===== config.mk =====
export PLATFORM = sky130hd
export DESIGN_NAME = flash_boot_ctrl
export DESIGN_NICKNAME = d
export VERILOG_FILES = /design/src/rtl/flash_boot_ctrl.sv
export SDC_FILE = /design/constraint.sdc
export NUM_CORES = 1
export LEC_CHECK = 0
export CAP_MARGIN = 20
export CORE_MARGIN = 2
export CORE_UTILIZATION = 61
export DETAILED_ROUTE_END_ITERATION = 7
export GPL_ROUTABILITY_DRIVEN = 0
export PLACE_DENSITY = 0.9
export SLEW_MARGIN = 20
export SYNTH_ARGS = -nofsm -noshare
export SYNTH_HDL_FRONTEND = slang
export SYNTH_SLANG_ARGS = --single-unit

===== constraint.sdc =====
create_clock -name clk_i -period 6.75 [get_ports clk_i]
set_input_delay 0.675 -clock clk_i [delete_from_list [all_inputs] [get_ports clk_i]]
set_output_delay 0.675 -clock clk_i [all_outputs]
set_load 0.1 [all_outputs]

===== src/rtl/flash_boot_ctrl.sv =====
// flash_boot_ctrl: boot sequencer that issues one continuous SPI READ (0x03) at
// FLASH_OFFSET, copies BOOT_WORDS little-endian 32-bit words into memory through
// a request/ack write port, then releases the CPU reset.
//
// state | meaning
// ------+-------------------------------------------------------------
// IDLE  | waiting for start_i; flash deselected, CPU held in reset
// CMD   | shifting {0x03, FLASH_OFFSET} out on MOSI, MSB first
// DATA  | clocking in one 32-bit word on MISO, bytes assembled LSB first
// WRITE | SCLK parked low, memory write held until mem_ack_i
// DONE  | image loaded, flash deselected, CPU released (terminal)
module flash_boot_ctrl #(
    parameter int          CLK_DIV      = 2,
    parameter logic [23:0] FLASH_OFFSET = 24'h100000,
    parameter int          BOOT_WORDS   = 1024,
    parameter logic [31:0] MEM_BASE     = 32'h00000000
) (
    input  logic        clk_i,
    input  logic        rst_n_i,
    input  logic        start_i,
    output logic        busy_o,
    output logic        done_o,
    output logic        cpu_rst_o,
    output logic        flash_cs_n,
    output logic        flash_sclk_o,
    output logic        flash_mosi_o,
    input  logic        flash_miso_i,
    output logic        mem_we_o,
    output logic [31:0] mem_addr_o,
    output logic [31:0] mem_data_o,
    input  logic        mem_ack_i
);

    localparam logic [15:0] DIV_LOAD = 16'(CLK_DIV - 1);
    localparam logic [15:0] WORDS    = 16'(BOOT_WORDS);
    localparam logic [31:0] CMD_WORD = {8'h03, FLASH_OFFSET};

    typedef enum logic [2:0] {IDLE, CMD, DATA, WRITE, DONE} state_t;

    state_t      state;
    logic [15:0] div_cnt;
    logic [4:0]  bit_cnt;
    logic [31:0] cmd_sh;
    logic [7:0]  byte_sh;
    logic [31:0] word_sh;
    logic [15:0] word_cnt;

    logic [7:0]  byte_nxt;
    logic [15:0] word_cnt_nxt;
    logic [31:0] addr_nxt;

    // Next-value helpers: incoming byte, incremented word count, write address.
    assign byte_nxt     = {byte_sh[6:0], flash_miso_i};
    assign word_cnt_nxt = word_cnt + 16'd1;
    assign addr_nxt     = MEM_BASE + {14'd0, word_cnt, 2'b00};

    // Sequencer: SCLK divider, command shift, data capture and memory write handshake.
    always_ff @(posedge clk_i or negedge rst_n_i) begin
        if (!rst_n_i) begin
            state        <= IDLE;
            div_cnt      <= '0;
            bit_cnt      <= '0;
            cmd_sh       <= '0;
            byte_sh      <= '0;
            word_sh      <= '0;
            word_cnt     <= '0;
            busy_o       <= 1'b0;
            done_o       <= 1'b0;
            cpu_rst_o    <= 1'b1;
            flash_cs_n   <= 1'b1;
            flash_sclk_o <= 1'b0;
            flash_mosi_o <= 1'b0;
            mem_we_o     <= 1'b0;
            mem_addr_o   <= '0;
            mem_data_o   <= '0;
        end else begin
            case (state)
                IDLE: begin
                    if (start_i) begin
                        state        <= CMD;
                        cmd_sh       <= CMD_WORD;
                        flash_mosi_o <= CMD_WORD[31];
                        bit_cnt      <= 5'd31;
                        word_cnt     <= '0;
                        div_cnt      <= DIV_LOAD;
                        flash_cs_n   <= 1'b0;
                        flash_sclk_o <= 1'b0;
                        busy_o       <= 1'b1;
                    end
                end
                CMD: begin
                    if (div_cnt == 16'd0) begin
                        div_cnt      <= DIV_LOAD;
                        flash_sclk_o <= ~flash_sclk_o;
                        // MOSI only moves on the falling edge (mode 0)
                        if (flash_sclk_o) begin
                            if (bit_cnt == 5'd0) begin
                                state        <= DATA;
                                bit_cnt      <= 5'd31;
                                flash_mosi_o <= 1'b0;
                            end else begin
                                bit_cnt      <= bit_cnt - 5'd1;
                                cmd_sh       <= {cmd_sh[30:0], 1'b0};
                                flash_mosi_o <= cmd_sh[30];
                            end
                        end
                    end else begin
                        div_cnt <= div_cnt - 16'd1;
                    end
                end
                DATA: begin
                    if (div_cnt == 16'd0) begin
                        div_cnt      <= DIV_LOAD;
                        flash_sclk_o <= ~flash_sclk_o;
                        if (!flash_sclk_o) begin
                            byte_sh <= byte_nxt;
                            // a completed byte enters at the top, so byte 0 ends up in 7:0
                            if (bit_cnt[2:0] == 3'd0)
                                word_sh <= {byte_nxt, word_sh[31:8]};
                        end else if (bit_cnt == 5'd0) begin
                            state      <= WRITE;
                            bit_cnt    <= 5'd31;
                            mem_we_o   <= 1'b1;
                            mem_addr_o <= addr_nxt;
                            mem_data_o <= word_sh;
                        end else begin
                            bit_cnt <= bit_cnt - 5'd1;
                        end
                    end else begin
                        div_cnt <= div_cnt - 16'd1;
                    end
                end
                WRITE: begin
                    if (mem_ack_i) begin
                        mem_we_o <= 1'b0;
                        word_cnt <= word_cnt_nxt;
                        if (word_cnt_nxt == WORDS) begin
                            state      <= DONE;
                            flash_cs_n <= 1'b1;
                            busy_o     <= 1'b0;
                            done_o     <= 1'b1;
                            cpu_rst_o  <= 1'b0;
                        end else begin
                            state   <= DATA;
                            div_cnt <= DIV_LOAD;
                        end
                    end
                end
                DONE: begin
                end
                default: state <= IDLE;
            endcase
        end
    end

endmodule

---- Yosys cells after proc, flatten, opt, wreduce, memory -nomap -nowiden ----
Cells that the tools add are included.
word-level totals
  bits in registers ....................... 165
  bits of input ports ..................... 5
  output and inout port bits .............. 71
  word-level logic and storage cells ...... 109
operators by class
  add/subtract/negate cells ............... 3
  equality and inequality tests ........... 18
  muxes and demuxes ....................... 47
  bitwise logic cells ..................... 2
  reduce and logical (&&, ||, !) cells .... 23
operators by type and width
  kind                   number
  $mux 31                4
  $mux 16                6
  $pmux 31 s2            1
  $pmux 16 s3            1
  $pmux 16 s2            1
  $mux 3                 9
  $reduce_and 4->1       6
  $ne 2x2->1 const B     11
  $mux 5                 4
  $add 16x1->16 const B  1
  $eq 16x11->1 const B   1
  $logic_not 16->1       1
  $sub 16x1->16 const B  1
  $pmux 3 s5             1
  $mux 1                 14
  $reduce_and 3->1       4
  $pmux 1 s2             5
  $pmux 5 s2             1
  $reduce_and 5->1       2
  $reduce_and 9->1       1
  $reduce_bool 2->1      4
  $eq 3x2->1 const B     2
  $logic_not 3->1        2
  $logic_not 5->1        1
  7 further kinds        9

---- Logic depth before layout (Yosys ltp) ----
  depth after elaboration ................. 5
  depth in mapped cells ................... 10
  depth with buffers taken out ............ 9

---- Worst setup path before layout ----
OpenSTA, ideal clock, no wires.
  kind .................................... reg-to-reg
  start ................................... register div_cnt[8]
  end ..................................... register word_sh[0]
  setup time .............................. 125 ps
  data arrival time ....................... 2821 ps
  required time ........................... 6625 ps
  path slack .............................. 3803 ps
  cell stages (with the launch flop) ...... 9
  path buffers ............................ 2
  clock period less this slack ............ 2947 ps
  cells stage by stage .................... dfrtp_1 -> or3_1 -> or4_4 -> or3_1 -> buf_2 -> nor4_4 -> nand3b_4 -> buf_6 -> mux2_4
between the ends
  cells in the longest elaborated chain, start to end .. 2
RTL lines
  what                        RTL line  RTL
  from (decl)                 41        logic [15:0] div_cnt;
  from (signal assigned)      108       div_cnt <= div_cnt - 16'd1;
  from (signal assigned)      130       div_cnt <= div_cnt - 16'd1;
  $logic_not 16->1            112       if (div_cnt == 16'd0) begin
  $reduce_and 4->1 (no line)  n/a
  to (signal assigned)        119       word_sh <= {byte_nxt, word_sh[31:8]};
  to (decl)                   45        logic [31:0] word_sh;
No other way between the ends.
A chain may end at the register's enable or synchronous reset.

---- Worst setup path in the final report ----
  start ................................... register div_cnt[8]
  end ..................................... register word_sh[3]
Same word-level chain as after synthesis.

==> flow_summary.json <==
{
  "die-area_um2": 11830,
  "dieHeight_um": 108.8,
  "dp.cells": 743,
  "grt_pass1_vias": 4693,
  "crit_arrival_ns": 4.05,
  "area_growth_pct": 17.25,
  "cp_common_cell": "or3_1",
  "synthArstFlopShare": 1.000,
  "crit_type": "register to register",
  "cts_resized": 0,
  "ys.flop_type": "dfrtp_1",
  "syn_avg_cell_area_um2": 11.74,
  "cts_tree": "done",
  "post-route-min-period_ns": 3.646,
  "fillCellCount": 708,
  "crit_required_ns": 7.15,
  "cp_max_fo": 32,
  "synth_xor_area_frac": 0.01047,
  "holdBufCountCts": 0,
  "multiInputGateArea_um2": 2828,
  "layout.area.seq_um2": 3631,
  "coreArea_um2": 10790,
  "critPathLaunch": "div_cnt[8]",
  "vias": 4671,
  "drt_wl_total_mm": 13.75,
  "clkSlewWorstSetupHoldPaths_ns": 0.07,
  "skew_ns": 0.006459,
  "syn-cell-area_um2": 6694,
  "n_antenna_cell": 0,
  "io-pin-count": 76,
  "netlist.area_leader.share": 0.5346,
  "drive_gt1_frac": 0.2157,
  "wl_per_cell_um": 17.74,
  "antenna_found_initial": 0,
  "tightest_slew_ns": 0.9860,
  "insertion_delay_ns": 0.52,
  "cp_num_buf_inv": 0,
  "leakage_nw": 3.590,
  "synth_compound_area_frac": 0.1041,
  "synth-adder-area-share": 0.01121,
  "firstDrtPassIters": 5,
  "h-tree-depth": 4,
  "num_rows": 38,
  "hold_viol": 0,
  "synth-simple-area-share": 0.1151,
  "cp_top_family": "simple AND/OR/NAND/NOR gates",
  "slowest_delay_ns": 0.63,
  "synthDistinctLibCells": 54,
  "die_w_um": 108.8,
  "grt_max_degree": 81,
  "hold_path_class": "input pin to asynchronous set/reset pin",
  "max-cap-violations": 0,
  "min_period_over_period": 0.5401,
  "pwr_density_cell_nw_per_um2": 230.2,
  "start_util": 0.6202,
  "fin_util": 0.7272,
  "route.detailed.drc": 0,
  "seq_area_frac_synth": 0.5424,
  "tns_ns": 0,
  "cts_root_buf": "clkbuf_8",
  "drt_iter0_drc": 312,
  "cp_slowest_cell": "nand3b_4",
  "grt.overflow.total": 0,
  "synth_top_family_by_area": "multiplexers",
  "timing.rr.start": "div_cnt[8]",
  "cts_setup_buffers": 0,
  "ant_nets": 0,
  "netlist_instances": 570,
  "start_kind": "register",
  "vdd_ir_drop_max_v": 0.0002060,
  "vias_per_cell": 6.027,
  "ys_top_cells_by_count": "143 x dfrtp_1, 60 x mux2_2, 42 x nand2_1",
  "maxSlewViolCount": 0,
  "rsz0062_at_grt": "false",
  "end_kind": "register",
  "fin_cells": 775,
  "clk_path_buf_depth": 2,
  "nets": 633,
  "setup-violations-final": 0,
  "io_buffers": 59,
  "fmax_ghz": 0.2743,
  "synth_top_area_cell": "dfrtp_1",
  "dp_hpwl_mm": 8.819,
  "cts_sinks": 145,
  "cts_buffers": 17,
  "status": "finished, final reports clean",
  "grt_pass1_wl_mm": 22.95,
  "max_slew_margin": 0.3406,
  "yosysMostFrequentCell": "dfrtp_1",
  "netlist_top_cells_area": "dfrtp_1 53%, mux2_2 10%, mux2_4 6.7%",
  "synth.yosys.warnings": 0,
  "cp_cell_sequence": "or3_1 -> or4_4 -> or3_1 -> nor4_4 -> nand3b_4 -> mux2_4",
  "synth_edf_count": 0,
  "grt_use_total": 0.2503,
  "muxShareOfSynthArea": 0.1712,
  "ys_ff_latch": 145
}
## cell type report
cell class | count | share of cell area
flip-flops and latches | 145 | 0.4626
multi-input cells | 384 | 0.3603
repair buffers | 62 | 0.07875
clock buffers | 17 | 0.05277
well taps | 140 | 0.02232
clock inverters | 15 | 0.01754
inverters | 12 | 0.005739
## power by group
part           switching, mW  internal (mW)
registers           0.000807          0.870
clock network          0.399          0.470
logic                 0.0620        0.00506
total                  0.461           1.35
## path summary, 6_finish.rpt
kind	to	cells after the start	slack (ns)
setup / recovery	word_sh[3]	6	3.10
hold / removal	mem_data_o[2]	1	0.13
setup reg to reg	word_sh[3]	6	3.10
hold reg to reg	flash_cs_n	2	0.47
max in group asynchronous	byte_sh[4]	2	5.51
min in group clk_i	flash_cs_n	2	0.47
## through the flow
step | power (mW) | hold WS, ns | instance area, um^2 | worst slack, ns
floorplan | 0.9398 | 0.3794 | 6750 | 3.804
global placement | 0.9540 | 0.4483 | 7293 | 3.254
detailed placement | 0.9550 | 0.4542 | 7293 | 3.137
CTS | 1.819 | 0.1416 | 7845 | 3.089
global route | 1.866 | 0.1623 | 7849 | 2.975
finish | 1.807 | 0.1331 | 7849 | 3.104
## kinds of logic (layout without fill, tap and decap cells)
logic type      after synthesis  in the layout
mux                          92             92
simple gates                149            149
fa+ha+maj                     6              6
buf+inv                      56            106
flops                       145            145
other cells                   1             16
xor+xnor                      8              8
compound gates              113            113
## registers in the layout, summed over array words and instances, names as in the netlist
name          flops
word_sh          32
flash_cs_n        1
bit_cnt           5
mem_data_o       32
div_cnt          16
word_cnt         16
state             3
flash_mosi_o      1
mem_addr_o       16
flash_sclk_o      1
cpu_rst_o         1
done_o            1
cmd_sh           11
busy_o            1
mem_we_o          1
byte_sh           7
## placed cells by master (no fill, tap or decap), types with 16 or more instances in the layout
cell type / netlist / layout
clkbuf_16: 0 / 16
nand2_1: 42 / 42
o21ai_0: 35 / 35
nand3_1: 18 / 18
conb_1: 1 / 16
nor2_1: 30 / 30
nor3_1: 16 / 16
mux2_2: 60 / 60
clkdlybuf4s50_1: 0 / 58
a21oi_1: 26 / 26
dfrtp_1: 143 / 143
mux2_4: 30 / 30
## routing by layer
metal	up-vias	routed length (um)	part of all wire	global-route usage
met3	24	650	0.047	0.06635
met1	2348	5775	0.42	0.3234
met5	-	0	0	0
met4	0	196	0.014	0.07601
li1	2123	-	-	-
met2	176	7129	0.52	0.4165
Power figures use the tool's default switching activity.
==> RTL edit 1, RTL diff (config.mk and constraints unchanged) <==
Change the parameter `BOOT_WORDS` from 1024 to 512.
--- a/src/rtl/flash_boot_ctrl.sv
+++ b/src/rtl/flash_boot_ctrl.sv
@@ -13,5 +13,5 @@
     parameter int          CLK_DIV      = 2,
     parameter logic [23:0] FLASH_OFFSET = 24'h100000,
-    parameter int          BOOT_WORDS   = 1024,
+    parameter int          BOOT_WORDS   = 512,
     parameter logic [31:0] MEM_BASE     = 32'h00000000
 ) (
Function: no difference found for any inputs over 4 cycles, from zero or initial values and one cycle with rst_n_i low; that may be too few to reach the edited logic, so the function may still have changed.
==> RTL edit 1 against the original RTL <==
Wire length up 5.6%. Combinational power is 4.5% higher. First-iteration DRC count is 6.1% lower. Final area is 0.46% higher. Sequential cell count unchanged. Total power is 1.8% higher. Worst setup slack better by 0.72 ns. Fmax rose by 25%. Synthesized area up 0.75%. Critical endpoint is now flash_sclk_o. Largest power group is now clock. Highest routed layer unchanged.
==> RTL edit 1: results (changes against the original RTL) <==
metric,value,unit,change
synth_cell_type_count,62,,+15%
rr_startpoint,word_cnt[0],,
slew-limit-headroom,32.0,%,-2.0 points
synth_area_leaders,"dfrtp_1 (53%), mux2_4 (6.7%), mux2_2 (6.3%)",,
crit_path_start,flash_sclk_o,,
fin_skew,0.00891,ns,+0.00245 ns
wl_per_cell,19.0,um,+7.2%
route.met2.wl,7.63,mm,+7.1%
place_inst,732,,-1.5%
switching_share,25.0,%,-0.52 points
grt_pass1_wl,23.8,mm,+3.6%
grt_use_met3,6.10,%,-0.54 points
status,"complete, no violations",,
p_leak,3.77,nW,+5.1%
fin_nets,622,,-1.7%
max_stage_delay,1.20,ns,+0.57 ns
seq_area_frac_synth,53.8,%,-0.40 points
nFillCells,682,,-3.7%
synth_commonest_cells,"dfrtp_1 (143), mux2_2 (38), mux2_4 (30)",,
cpLargestDelayFamily,buffers and inverters,,
grt_use_total,26.3,%,+1.3 points
use_met2,44.0,%,+2.4 points
post-place-ws,3.69,ns,+0.555 ns
m1WireLength,5.83,mm,+0.87%
via_count,4707,,+0.77%
first_iter_violations,293,,-6.1%
avgSynthCellArea,12.1,sq um,+3.1%
vdd_drop_max,0.000141,V,-31%
use_met1,33.9,%,+1.5 points
cp_max_fo,7,,-78%
cp_slowest_cell,clkdlybuf4s50_1,,
p_total,1.84,mW,+1.8%
grt_pass1_vias,4636,,-1.2%
route.met3.wl,785,um,+21%
RTL edit 1: final cells by class:
cell class,count,share of cell area [%]
flip-flops and latches,145,46.0
inverters,15,0.714
repair buffers,62,7.79
clock inverters,15,1.94
well taps,140,2.22
multi-input cells,370,36.0
clock buffers,17,5.25
RTL edit 1: logic make-up after synthesis:
group	Yosys count	synth area share [%]
flip-flops	145	53.8
AND/OR/NAND/NOR	139	11.6
AO/OA/AOI/OAI	114	11.0
multiplexers	88	16.4
buffers and inverters	57	5.14
XOR/XNOR	7	0.909
adder cells (fa/ha/maj)	6	1.11
other	1	0.0556
RTL edit 1: final timing paths:
check	cells past startpoint	slack (ns)	to
max	1	3.83	flash_sclk_o
min	1	0.14	word_cnt[6]
max reg2reg	8	3.83	div_cnt[0]
min reg2reg	2	0.47	flash_cs_n
max in group asynchronous	2	5.25	mem_data_o[24]
min in group clk_i	2	0.47	flash_cs_n
==> RTL edit 2, RTL diff (same flow settings) <==
Without the edit above. Re-encode `state_t` (5 states) as Gray code, 3 bits wide.
--- a/src/rtl/flash_boot_ctrl.sv
+++ b/src/rtl/flash_boot_ctrl.sv
@@ -36,5 +36,5 @@
     localparam logic [31:0] CMD_WORD = {8'h03, FLASH_OFFSET};
 
-    typedef enum logic [2:0] {IDLE, CMD, DATA, WRITE, DONE} state_t;
+    typedef enum logic [2:0] {IDLE = 3'b000, CMD = 3'b001, DATA = 3'b011, WRITE = 3'b010, DONE = 3'b110} state_t;
 
     state_t      state;
Function: no difference found for any inputs over 4 cycles, from zero or initial values and one cycle with rst_n_i low; so few cycles prove little.
==> RTL edit 2 against the original RTL <==
Core utilization decreased by 0.21 points. Sequential share of layout area increased by 0.13 points. Sequential cell count unchanged. Wire length increased by 1.9%. Synthesized area about the same. Final area decreased by 0.29%. Worst setup slack improved by 0.65 ns.
Power is not compared: it rests on default switching activity, and its combinational part moved more than twofold at a synthesized area within 25%.
==> RTL edit 2: results (changes against the original RTL) <==
metric,value,unit,change
status,"complete, no violations",,
layout-drive-gt1-share,21.7,%,+0.11 points
inverters,24,,+12
nFillCells,703,,-0.71%
grt_use_total,25.4,%,+0.40 points
cpLargestDelayFamily,buffers and inverters,,
use_met2,40.9,%,-0.71 points
use_met1,33.5,%,+1.1 points
slew-limit-headroom,32.3,%,-1.7 points
ff2ff_path_depth,8,,+2
max_stage_delay,1.21,ns,+0.58 ns
first_iter_violations,460,,+47%
wl_per_cell,17.9,um,+1.1%
synthXorXnorAreaFrac,0.916,%,-0.13 points
multi_input_area_share,34.7,%,-1.3 points
grt_max_degree,86,,+6.2%
reg2reg_to,word_sh[8],,
synthMuxAreaShare,15.5,%,-1.7 points
fin_nets,639,,+0.95%
seq_share,46.4,%,+0.13 points
multi_input_comb_cells,379,,-1.3%
yosys.area_share.adder,1.12,%,about the same
cp_slowest_cell,clkdlybuf4s50_1,,
crit_path_start,flash_sclk_o,,
synth-compound-area-share,10.3,%,-0.11 points
hpwl,8.57,mm,-2.8%
synth_area_leaders,"dfrtp_1 (53%), mux2_2 (14%), o21ai_0 (2.8%)",,
buffer_area_share,7.80,%,-0.073 points
clkCellAreaFrac,7.69,%,+0.66 points
synth_cell_type_count,65,,+20%
worstSetupEndpoint,flash_sclk_o,,
synth_commonest_cells,"dfrtp_1 (143), mux2_2 (86), o21ai_0 (38)",,
## RTL edit 2: cell types whose count changed after synthesis, moves of 12 or more
cell,unedited run,this run
mux2_4,30,1
nand2_1,42,28
inv_1,12,24
mux2_2,60,86
## RTL edit 2: layer usage
layer | share of wire, % | vias to the layer above | wire [um]
li1 | - | 2145 | -
met1 | 42 | 2344 | 5820
met2 | 50 | 215 | 7030
met3 | 5.8 | 34 | 818
met4 | 2.4 | 0 | 341
met5 | 0 | - | 0
## RTL edit 2: stage by stage
step / cells / util (%) / cell area [sq um] / power, mW / hold slack [ns]
3_3_place_gp: 749 / 66.9 / 7220 / 1.50 / 0.450
2_1_floorplan: 596 / - / 6750 / 1.43 / 0.379
4_1_cts: 781 / 72.5 / 7820 / 2.48 / 0.105
3_5_place_dp: 749 / 66.9 / 7220 / 1.53 / 0.467
5_1_grt: 781 / 72.5 / 7830 / 2.60 / 0.131
6_report: 781 / 72.5 / 7830 / 2.48 / 0.100
